## src/rtl/alu_issue_ctrl.sv

```systemverilog
// alu_issue_ctrl: accepts register-form instructions, reads operands from an
// 8x8 register file, sequences one ALU operation (setup / fire / capture) and
// writes the result back. LDI and illegal opcodes bypass the ALU.
module alu_issue_ctrl #(
  parameter int unsigned NREG = 8,
  parameter int unsigned DW   = 8
) (
  input  logic          clk,
  input  logic          reset,
  input  logic          instr_valid,
  output logic          instr_ready,
  input  logic [15:0]   instr,
  output logic          alu_enable,
  output logic [3:0]    alu_fn_sel,
  output logic [DW-1:0] alu_a,
  output logic [DW-1:0] alu_b,
  input  logic [DW-1:0] alu_out,
  output logic          alu_cmpflag,
  output logic          done,
  output logic          err,
  output logic          eq_flag,
  input  logic [2:0]    dbg_addr,
  output logic [DW-1:0] dbg_data
);

  localparam int unsigned OPW = 4;
  localparam int unsigned AW  = 3;

  localparam logic [OPW-1:0] OP_DEC = 4'd6;
  localparam logic [OPW-1:0] OP_INC = 4'd7;
  localparam logic [OPW-1:0] OP_CMP = 4'd8;
  localparam logic [OPW-1:0] OP_LDI = 4'd9;

  typedef enum logic [2:0] {
    IDLE    = 3'd0,
    SETUP   = 3'd1,
    FIRE    = 3'd2,
    CAPTURE = 3'd3,
    WB      = 3'd4
  } state_t;

  state_t          state;
  logic [DW-1:0]   regs [NREG];
  logic [OPW-1:0]  op_q;
  logic [AW-1:0]   rd_q;
  logic [DW-1:0]   imm_q;
  logic [DW-1:0]   res_q;

  logic [OPW-1:0]  op_c;
  logic [AW-1:0]   rd_c;
  logic [AW-1:0]   rs1_c;
  logic [AW-1:0]   rs2_c;
  logic            accept_c;

  // Instruction field decode
  assign op_c     = instr[15:12];
  assign rd_c     = instr[11:9];
  assign rs1_c    = instr[8:6];
  assign rs2_c    = instr[5:3];
  assign accept_c = instr_valid && instr_ready;

  // Debug read port of the register file
  assign dbg_data = regs[dbg_addr];

  // Issue sequencer: state, register file and all registered outputs
  always_ff @(posedge clk) begin
    if (reset) begin
      state       <= IDLE;
      instr_ready <= 1'b1;
      alu_enable  <= 1'b0;
      alu_fn_sel  <= '0;
      alu_a       <= '0;
      alu_b       <= '0;
      alu_cmpflag <= 1'b1;
      done        <= 1'b0;
      err         <= 1'b0;
      eq_flag     <= 1'b0;
      op_q        <= '0;
      rd_q        <= '0;
      imm_q       <= '0;
      res_q       <= '0;
      for (int i = 0; i < NREG; i++) regs[i] <= '0;
    end else begin
      done <= 1'b0;
      err  <= 1'b0;
      case (state)
        IDLE: begin
          if (accept_c) begin
            op_q        <= op_c;
            rd_q        <= rd_c;
            imm_q       <= DW'(instr[7:0]);
            instr_ready <= 1'b0;
            if (op_c <= OP_CMP) begin
              alu_a       <= regs[rs1_c];
              alu_b       <= (op_c == OP_DEC || op_c == OP_INC) ? '0 : regs[rs2_c];
              alu_fn_sel  <= (op_c == OP_CMP) ? 4'd1 : op_c;
              alu_cmpflag <= !((op_c == OP_CMP) && (regs[rs1_c] == regs[rs2_c]));
              state       <= SETUP;
            end else begin
              // LDI or illegal: straight to writeback, retire next cycle
              done  <= 1'b1;
              err   <= (op_c != OP_LDI);
              state <= WB;
            end
          end
        end
        SETUP: begin
          alu_enable <= 1'b1;
          state      <= FIRE;
        end
        FIRE: begin
          alu_enable <= 1'b0;
          state      <= CAPTURE;
        end
        CAPTURE: begin
          res_q       <= alu_out;
          alu_cmpflag <= 1'b1;
          done        <= 1'b1;
          state       <= WB;
        end
        WB: begin
          if (op_q < OP_CMP) begin
            regs[rd_q] <= res_q;
          end else if (op_q == OP_CMP) begin
            eq_flag <= (res_q == '0);
          end else if (op_q == OP_LDI) begin
            regs[rd_q] <= imm_q;
          end
          instr_ready <= 1'b1;
          state       <= IDLE;
        end
        default: begin
          instr_ready <= 1'b1;
          alu_enable  <= 1'b0;
          alu_cmpflag <= 1'b1;
          state       <= IDLE;
        end
      endcase
    end
  end

endmodule

```

## config.mk

```make
export PLATFORM = sky130hd
export DESIGN_NAME = alu_issue_ctrl
export DESIGN_NICKNAME = d
export VERILOG_FILES = /design/src/rtl/alu_issue_ctrl.sv
export SDC_FILE = /design/constraint.sdc
export NUM_CORES = 1
export LEC_CHECK = 0
export BUFFER_PORTS_ARGS = -buffer_cell sky130_fd_sc_hd__buf_2
export CAP_MARGIN = 20
export CORE_ASPECT_RATIO = 0.7
export CORE_MARGIN = 2
export CORE_UTILIZATION = 44
export CTS_CLUSTER_SIZE = 8
export DETAILED_ROUTE_END_ITERATION = 7
export GPL_ROUTABILITY_DRIVEN = 0
export PLACE_DENSITY = 0.7
export SLEW_MARGIN = 20
export SYNTH_ARGS = -nofsm -noshare
export SYNTH_HDL_FRONTEND = slang
export SYNTH_SLANG_ARGS = --single-unit
```

## constraint.sdc

```tcl
create_clock -name clk -period 3.6 [get_ports clk]
set_input_delay 0.36 -clock clk [delete_from_list [all_inputs] [get_ports clk]]
set_output_delay 0.36 -clock clk [all_outputs]
set_load 0.02 [all_outputs]
```

## Yosys cells after proc, flatten, opt, wreduce, memory -nomap -nowiden

Memories as Yosys holds them, arrays and structs flattened.
Index checks and enable logic that the tools add are counted.

| word-level totals | value |
|---|---|
| memories kept | 1 |
| memory bits (writable) | 64 |
| flip-flop bits (word level) | 52 |
| bits of input ports | 30 |
| output and inout port bits | 34 |

| operators by class | value |
|---|---|
| multiplexer cells | 30 |
| order comparisons | 2 |
| bitwise operators | 6 |
| reduce and logical (&&, ||, !) cells | 16 |
| eq/ne operators | 13 |

Memory list:

| memory | words | bits a word | read ports | clocked after Yosys merged registers in | write ports | line | RTL |
|---|---|---|---|---|---|---|---|
| regs | 8 | 8 | 3 | 0 | 8 | 43 | `logic [DW-1:0] regs [NREG];` |

Operator list:

| operator | number |
|---|---|
| two-way mux 8 bit | 3 |
| two-way mux 1 bit | 18 |
| == test 4 bit (second input constant) | 3 |
| one-hot mux 3 bit (4 select lines) | 1 |
| two-way mux 3 bit | 3 |
| AND reduction 3 bit | 3 |
| OR reduction 3 bit | 3 |
| == test 4 x 3 -> 1 bit (second input constant) | 2 |
| == test 8 bit | 1 |
| zero test 8 bit | 1 |
| one-hot mux 1 bit (2 select lines) | 4 |
| OR reduction 8 bit | 1 |
| == test 3 x 2 -> 1 bit (second input constant) | 2 |
| inverter 1 bit | 5 |
| less-or-equal comparator 4 bit (second input constant) | 1 |
| < comparator 4 bit (second input constant) | 1 |
| two-way mux 4 bit | 1 |
| != test 2 bit (second input constant) | 2 |
| != test 4 bit (second input constant) | 1 |
| AND reduction 2 bit | 2 |
| OR reduction 4 bit | 1 |
| == test 3 x 1 -> 1 bit (second input constant) | 1 |
| == test 3 bit (second input constant) | 1 |
| zero test 3 bit | 1 |
| other kinds (4) | 5 |

## Depth between registers and ports, before layout

Gate-level depths: netlist of run 1.

| logic depth | value |
|---|---|
| depth after elaboration | 10 |
| mapped depth | 7 |

## Worst setup path before layout of run 1

No wires, ideal clock.

| timing | value |
|---|---|
| path type | input-to-output |
| start | input dbg_addr[0] |
| end | output dbg_data[0] |
| buffers on the path | 2 |
| path slack | 1.323 ns |
| arrival | 1.917 ns |
| stages | 4 |
| data required time | 3.240 ns |
| path through | clkbuf_1 > buf_2 > mux4_2 > mux2_2 |

| between the ends | value |
|---|---|
| word-level cells in the longest chain between the ends | 1 |

Ends and longest elaborated chain:

| element | line | RTL |
|---|---|---|
| start: declaration | 22 | `input logic [2:0] dbg_addr,` |
| memory read (8 x 8 bit) | -- |  |
| end: declaration | 23 | `output logic [DW-1:0] dbg_data` |

No other way between the ends.

==> results of run 1 <==
==> through the flow <==
step | total power, W | hold WS [ns]
floorplan | 0.00186 | 0.436
global placement | 0.00198 | 0.446
detailed placement | 0.00200 | 0.448
CTS | 0.00357 | 0.182
global route | 0.00367 | 0.185
finish | 0.00355 | 0.194
==> state kept, by name, indices dropped and copies added (netlist names) <==
register	flops
imm_q	8
rd_q	3
err	1
alu_b	8
instr_ready	1
eq_flag	1
done	1
op_q	4
alu_enable	1
alu_a	8
state	3
regs	64
res_q	8
alu_cmpflag	1
alu_fn_sel	4
==> synthesized netlist by cell type (3+ instances only) <==
| master | instances |
|---|---|
| sky130_fd_sc_hd__nor2_1 | 85 |
| sky130_fd_sc_hd__edfxtp_1 | 64 |
| sky130_fd_sc_hd__nand2_1 | 61 |
| sky130_fd_sc_hd__dfxtp_1 | 52 |
| sky130_fd_sc_hd__mux4_2 | 48 |
| sky130_fd_sc_hd__a21oi_1 | 36 |
| sky130_fd_sc_hd__clkbuf_1 | 16 |
| sky130_fd_sc_hd__buf_2 | 14 |
| sky130_fd_sc_hd__mux2i_1 | 14 |
| sky130_fd_sc_hd__nand2b_1 | 12 |
| sky130_fd_sc_hd__nand3_1 | 11 |
| sky130_fd_sc_hd__mux2_2 | 10 |
| sky130_fd_sc_hd__a211oi_1 | 9 |
| sky130_fd_sc_hd__mux2i_2 | 8 |
| sky130_fd_sc_hd__xor2_1 | 6 |
| sky130_fd_sc_hd__nor3_1 | 5 |
| sky130_fd_sc_hd__nor4_1 | 5 |
| sky130_fd_sc_hd__buf_4 | 3 |
| sky130_fd_sc_hd__inv_1 | 3 |
| sky130_fd_sc_hd__nor2b_1 | 3 |
==> per-layer routing <==
metal | GRT usage (%) | part of all wire [%]
met4 | 6.69 | 1.4
met1 | 31.8 | 43
met5 | 0 | 0
met3 | 6.32 | 10
met2 | 32.3 | 45
==> kinds of logic after synthesis <==
kind of cell / Yosys count
AO/OA/AOI/OAI: 58
buffers and inverters: 39
XOR/XNOR: 8
flip-flops: 116
multiplexers: 80
AND/OR/NAND/NOR: 191
==> power breakdown <==
group	internal (W)	switching, W	total (W)
Sequential	0.00147	0.0000605	0.00153
Combinational	0.000184	0.000263	0.000447
Clock	0.00101	0.000563	0.00157
Total	0.00266	0.000887	0.00355
==> path summary, 6_finish.rpt <==
| kind | start | endpoint | slack (ns) | cells past startpoint |
|---|---|---|---|---|
| setup reg to reg | state[1] | regs[4][2] | 1.07 | 5 |
| setup / recovery | state[1] | regs[4][2] | 1.07 | 5 |
| hold / removal | instr[2] | imm_q[2] | 0.19 | 3 |
| hold reg to reg | alu_b[5] | alu_b[5] | 0.45 | 2 |
==> cell type report <==
class | instances | share of cell area [%]
Inverter | 3 | 0.165
Multi-Input combinational cell | 337 | 39.7
Sequential cell | 116 | 43.3
Clock buffer | 22 | 6.49
Clock inverter | 10 | 1.59
Timing Repair Buffer | 73 | 5.70
Tap cell | 166 | 3.04
==> critical path, stage by stage (launching register included) <==
cell and delay, ns:
sky130_fd_sc_hd__dfxtp_1 0.49, sky130_fd_sc_hd__nor2_2 0.26, sky130_fd_sc_hd__nand4_1 0.16, sky130_fd_sc_hd__or3b_1 0.66
sky130_fd_sc_hd__mux2i_2 0.60, sky130_fd_sc_hd__nor2_1 0.09
==> impl_metrics.yaml, run 1 <==
drt:
  finalWirelength_mm: 15.1
  routed_wire_length_per_instance_um: 20.8
  drt-initial-drc-count: 460
  route.antenna.remaining_nets: 0
  detail_route.drc_violations: 0
  drt_pass1_iterations: 5
  avgViaCountPerCell: 6.04
  vias: 4389
clock_network:
  number_of_buffers_added_by_the_clock_tree_synthesis_step: 17
  cts_max_level: 4
  cts.root.buffer_cell: "sky130_fd_sc_hd__clkbuf_16"
  cts_resized: 0
  clock_path_buffers: 2
  cts_post_setup_buffers_inserted: 0
  insertion_delay_ns: 0.40
  clkTransAtPathRegs_ns: 0.05
  holdBufCountCts: 0
  tritoncts: "yes"
  cts_num_sinks: 116
synthesis:
  dominant_combinational_cell_family_by_area_after_synthesis: "multiplexers"
  yosysSeqAreaShare_pct: 50.5
  postSynthAreaPerCell_um2: 11.9
  post_synth_xor_area_fraction_pct: 1.20
  synth.mux.area_fraction_pct: 24.6
  ys_seq_elements: 116
  yosys-top-cells-area: "sky130_fd_sc_hd__edfxtp_1 (33%), sky130_fd_sc_hd__mux4_2 (18%), sky130_fd_sc_hd__dfxtp_1 (18%)"
  postSynthCellCount: 492
  synth_top_area_share_pct: 32.8
  netlist-cell-type-count: 39
  synthesis.yosys.warnings: 0
  mappedNetlistArea_um2: 5860
  synth_compound_gate_area_share_pct: 6.38
  yosys_most_used_dff: "sky130_fd_sc_hd__edfxtp_1"
  synthDominantAreaCellType: "sky130_fd_sc_hd__edfxtp_1"
  synth_simple_gate_area_share_pct: 14.1
  synth_edf_count: 64
  syn-num-nets: 522
  ys_async_sr_fraction_pct: 0
  post_synth_fa_ha_maj_area_fraction_pct: 0
worst_setup_path:
  crit_arrival_ns: 2.66
  critical_path.startpoint_type: "flop"
  critical_path.endpoint_type: "flop"
  timing_worst_setup_path_type: "reg2reg"
  required_arrival_time_at_the_worst_endpoint_ns: 3.73
  worst-path-max-fanout: 17
run_status:
  outcome: "complete, no violations"
global_routing:
  track_usage_pct: 22.0
  wire_length_of_the_first_global_routing_pass_mm: 23.1
  grt-ovfl-total: 0
  number_of_antenna_violations_at_the_first_check_in_global_routing: 0
  first_global_vias: 4125
  largest_net_degree_at_the_start_of_global_routing: 37
floorplanning:
  core_um2: 13100
  floorplan.io_pins: 64
  die_area_um2: 14300
  num_rows: 35
  start_util_pct: 44.8
  dieWidth_um: 142
  die_y_extent_um: 101
timing:
  final.setup_skew_ns: 0.00493
  setup_total_negative_slack_ns: 0
  report.final.slew_viol_count: 0
  fin_crit_ns: 2.53
  timing_worst_slew_pin_value_ns: 0.634
  maxClockFrequency_mhz: 395
  timing.slew.headroom_pct: 57.8
  grt_setup_unrepaired: "false"
  final-hold-violation-count: 0
  final_min_period_over_clock_period_pct: 70.2
  worst_slack_ns: 1.07
  final_number_of_setup_violating_endpoints: 0
power_and_ir_drop:
  power.static_leakage_nw: 2.44
  power_density_nw_per_um2: 518
  irDropWorstVdd_mv: 0.398
cells_and_area:
  diodes: 0
  layout.cell_area.non_filler_um2: 6840
  layout_overhead_on_the_synthesized_area_pct: 16.7
  final_core_utilization_pct: 52.3
  nets: 578
  post_route_cells_drive_above_1_share_pct: 30.5
  most_frequent_cells_in_the_layout: "sky130_fd_sc_hd__nor2_1 (85), sky130_fd_sc_hd__edfxtp_1 (64), sky130_fd_sc_hd__buf_2 (63)"
  final-instance-count-excl-fill: 727
  multiInputGateArea_um2: 2720
  filler_cell_count: 1101
  layout.cells.most_common: "sky130_fd_sc_hd__nor2_1"
  area.sequential_um2: 2960
placement:
  dpl_worst_slack_ns: 1.09
  place_inst: 695
  count_of_input_and_output_buffers: 63
  dpl.hpwl_mm: 10.6
  placed_cell_area_um2: 6290
min_path:
  worst_hold_path_type: "in2reg"
job:
  max-cap-violations: 0
(Power assumes the default switching activity.)
==> run 2: changes to the inputs <==
clock period = 2.6 ns   (was 3.6 ns; I/O delays follow)
==> run 2 against run 1 <==
Cell area rose by 2.2%; die area did not move; highest routed layer unchanged; total power rose by 47%; critical path depth did not move; final cell count rose by 1.2%; clock skew rose by 0.0068 ns; largest cell class unchanged; wire length rose by 8.0%; non-clock buffer count rose by 9; utilization rose by 1.2 points; first-iteration DRC count rose by 43%; via count rose by 1.3%; critical endpoint is now regs[0][2].
==> impl_metrics.yaml, run 2 (synthesis results as in run 1) <==
timing:
  maxClockFrequency_mhz: 432
  final.setup_skew_ns: 0.0117
  final-hold-violation-count: 0
  grt_setup_unrepaired: "false"
  final_number_of_setup_violating_endpoints: 0
  timing.slew.headroom_pct: 54.0
  setup_total_negative_slack_ns: 0
  fin_crit_ns: 2.32
  final_min_period_over_clock_period_pct: 89.1
  report.final.slew_viol_count: 0
  timing_worst_slew_pin_value_ns: 0.690
cells_and_area:
  filler_cell_count: 1096
  diodes: 0
  final-instance-count-excl-fill: 736
  post_route_cells_drive_above_1_share_pct: 32.1
  multiInputGateArea_um2: 2720
  nets: 587
  area.sequential_um2: 2960
  largest-register: "regs"
  layout_overhead_on_the_synthesized_area_pct: 19.3
  most_frequent_cells_in_the_layout: "sky130_fd_sc_hd__nor2_1 (85), sky130_fd_sc_hd__edfxtp_1 (64), sky130_fd_sc_hd__buf_2 (63)"
  layout.cells.most_common: "sky130_fd_sc_hd__nor2_1"
  final_core_utilization_pct: 53.4
  largest_register_ffs: 64
worst_setup_path:
  worst_path_dominant_cell_family: "simple AND/OR/NAND/NOR gates"
  worstPathBufferInverterCount: 0
  slowest_stage: "sky130_fd_sc_hd__a2111oi_2"
  critical_path.startpoint_type: "flop"
  worst-path-max-fanout: 8
  timing_worst_setup_path_type: "reg2reg"
  required_arrival_time_at_the_worst_endpoint_ns: 2.64
  path_cells: "nor2_1 > nand2_1 > a2111oi_2 > nand2_1 > nand2b_1"
  critical_path.endpoint_type: "flop"
  critPathMostFrequentCell: "sky130_fd_sc_hd__nand2_1"
  worst_path_largest_cell_delay_ns: 0.64
  crit_arrival_ns: 2.36
global_routing:
  first_global_vias: 4355
  number_of_antenna_violations_at_the_first_check_in_global_routing: 0
  track_usage_pct: 24.0
  wire_length_of_the_first_global_routing_pass_mm: 24.9
  largest_net_degree_at_the_start_of_global_routing: 45
  grt-ovfl-total: 0
clock_network:
  insertion_delay_ns: 0.42
  cts_max_level: 4
  clkTransAtPathRegs_ns: 0.06
  cts.root.buffer_cell: "sky130_fd_sc_hd__clkbuf_16"
  cts_num_sinks: 116
  clock_path_buffers: 2
  number_of_buffers_added_by_the_clock_tree_synthesis_step: 17
  cts_post_setup_buffers_inserted: 0
  cts_resized: 0
  tritoncts: "yes"
  holdBufCountCts: 0
drt:
  routed_wire_length_per_instance_um: 22.2
  drt_pass1_iterations: 5
  vias: 4446
  detail_route.drc_violations: 0
  avgViaCountPerCell: 6.04
  finalWirelength_mm: 16.3
  route.antenna.remaining_nets: 0
  drt-initial-drc-count: 659
floorplanning:
  die_y_extent_um: 101
  floorplan.io_pins: 64
  num_rows: 35
  start_util_pct: 44.8
  core_um2: 13100
  die_area_um2: 14300
  dieWidth_um: 142
power_and_ir_drop:
  irDropWorstVdd_mv: 0.438
  power.static_leakage_nw: 2.53
  power_density_nw_per_um2: 747
placement:
  place_inst: 704
  count_of_input_and_output_buffers: 63
  dpl.hpwl_mm: 11.2
min_path:
  worst_hold_path_type: "in2reg"
run_status:
  outcome: "complete, no violations"
job:
  max-cap-violations: 0
[run 2: per-layer routing]
layer | vias up | global-route usage, % | part of all wire (%)
met3 | 33 | 6.94 | 11
li1 | 1950 | - | -
met1 | 2175 | 33.6 | 41
met2 | 288 | 36.6 | 46
met5 | - | 0 | 0
met4 | 0 | 6.92 | 1.6
[run 2: cell type report]
class / count / share of cell area [%]
clock buffers: 28 / 8.46
clock inverters: 4 / 0.680
inverters: 3 / 0.161
multi-input cells: 337 / 38.8
flip-flops and latches: 116 / 42.3
well taps: 166 / 2.97
repair buffers: 82 / 6.55
[run 2: tightest hold or removal path: cells and delay by family]
family / cells / cell delay, ns
AO/OA/AOI/OAI: 1 / 0.05
buffers and inverters: 1 / 0.10
AND/OR/NAND/NOR: 1 / 0.04
[run 2: power breakdown]
part,switching (W),internal (W)
Sequential,0.0000726,0.00203
Clock,0.000817,0.00165
Combinational,0.000392,0.000268
[run 2: path summary, 6_finish.rpt]
kind | depth (start not counted) | startpoint | end | slack, ns
hold reg to reg | 2 | alu_fn_sel[1] | alu_fn_sel[1] | 0.46
setup / recovery | 5 | op_q[1] | regs[0][2] | 0.28
setup reg to reg | 5 | op_q[1] | regs[0][2] | 0.28
hold / removal | 3 | instr[1] | imm_q[1] | 0.08
[run 2: through the flow]
step | hold WS [ns] | total power (W) | cell area (um^2) | worst slack [ns]
6_report | 0.0793 | 0.00523 | 7000 | 0.284
5_1_grt | 0.0909 | 0.00539 | 7000 | 0.189
4_1_cts | 0.0732 | 0.00523 | 7000 | 0.302
3_5_place_dp | 0.449 | 0.00279 | 6360 | 0.192
3_3_place_gp | 0.447 | 0.00277 | 6360 | 0.228
2_1_floorplan | 0.396 | 0.00258 | 5860 | 0.523
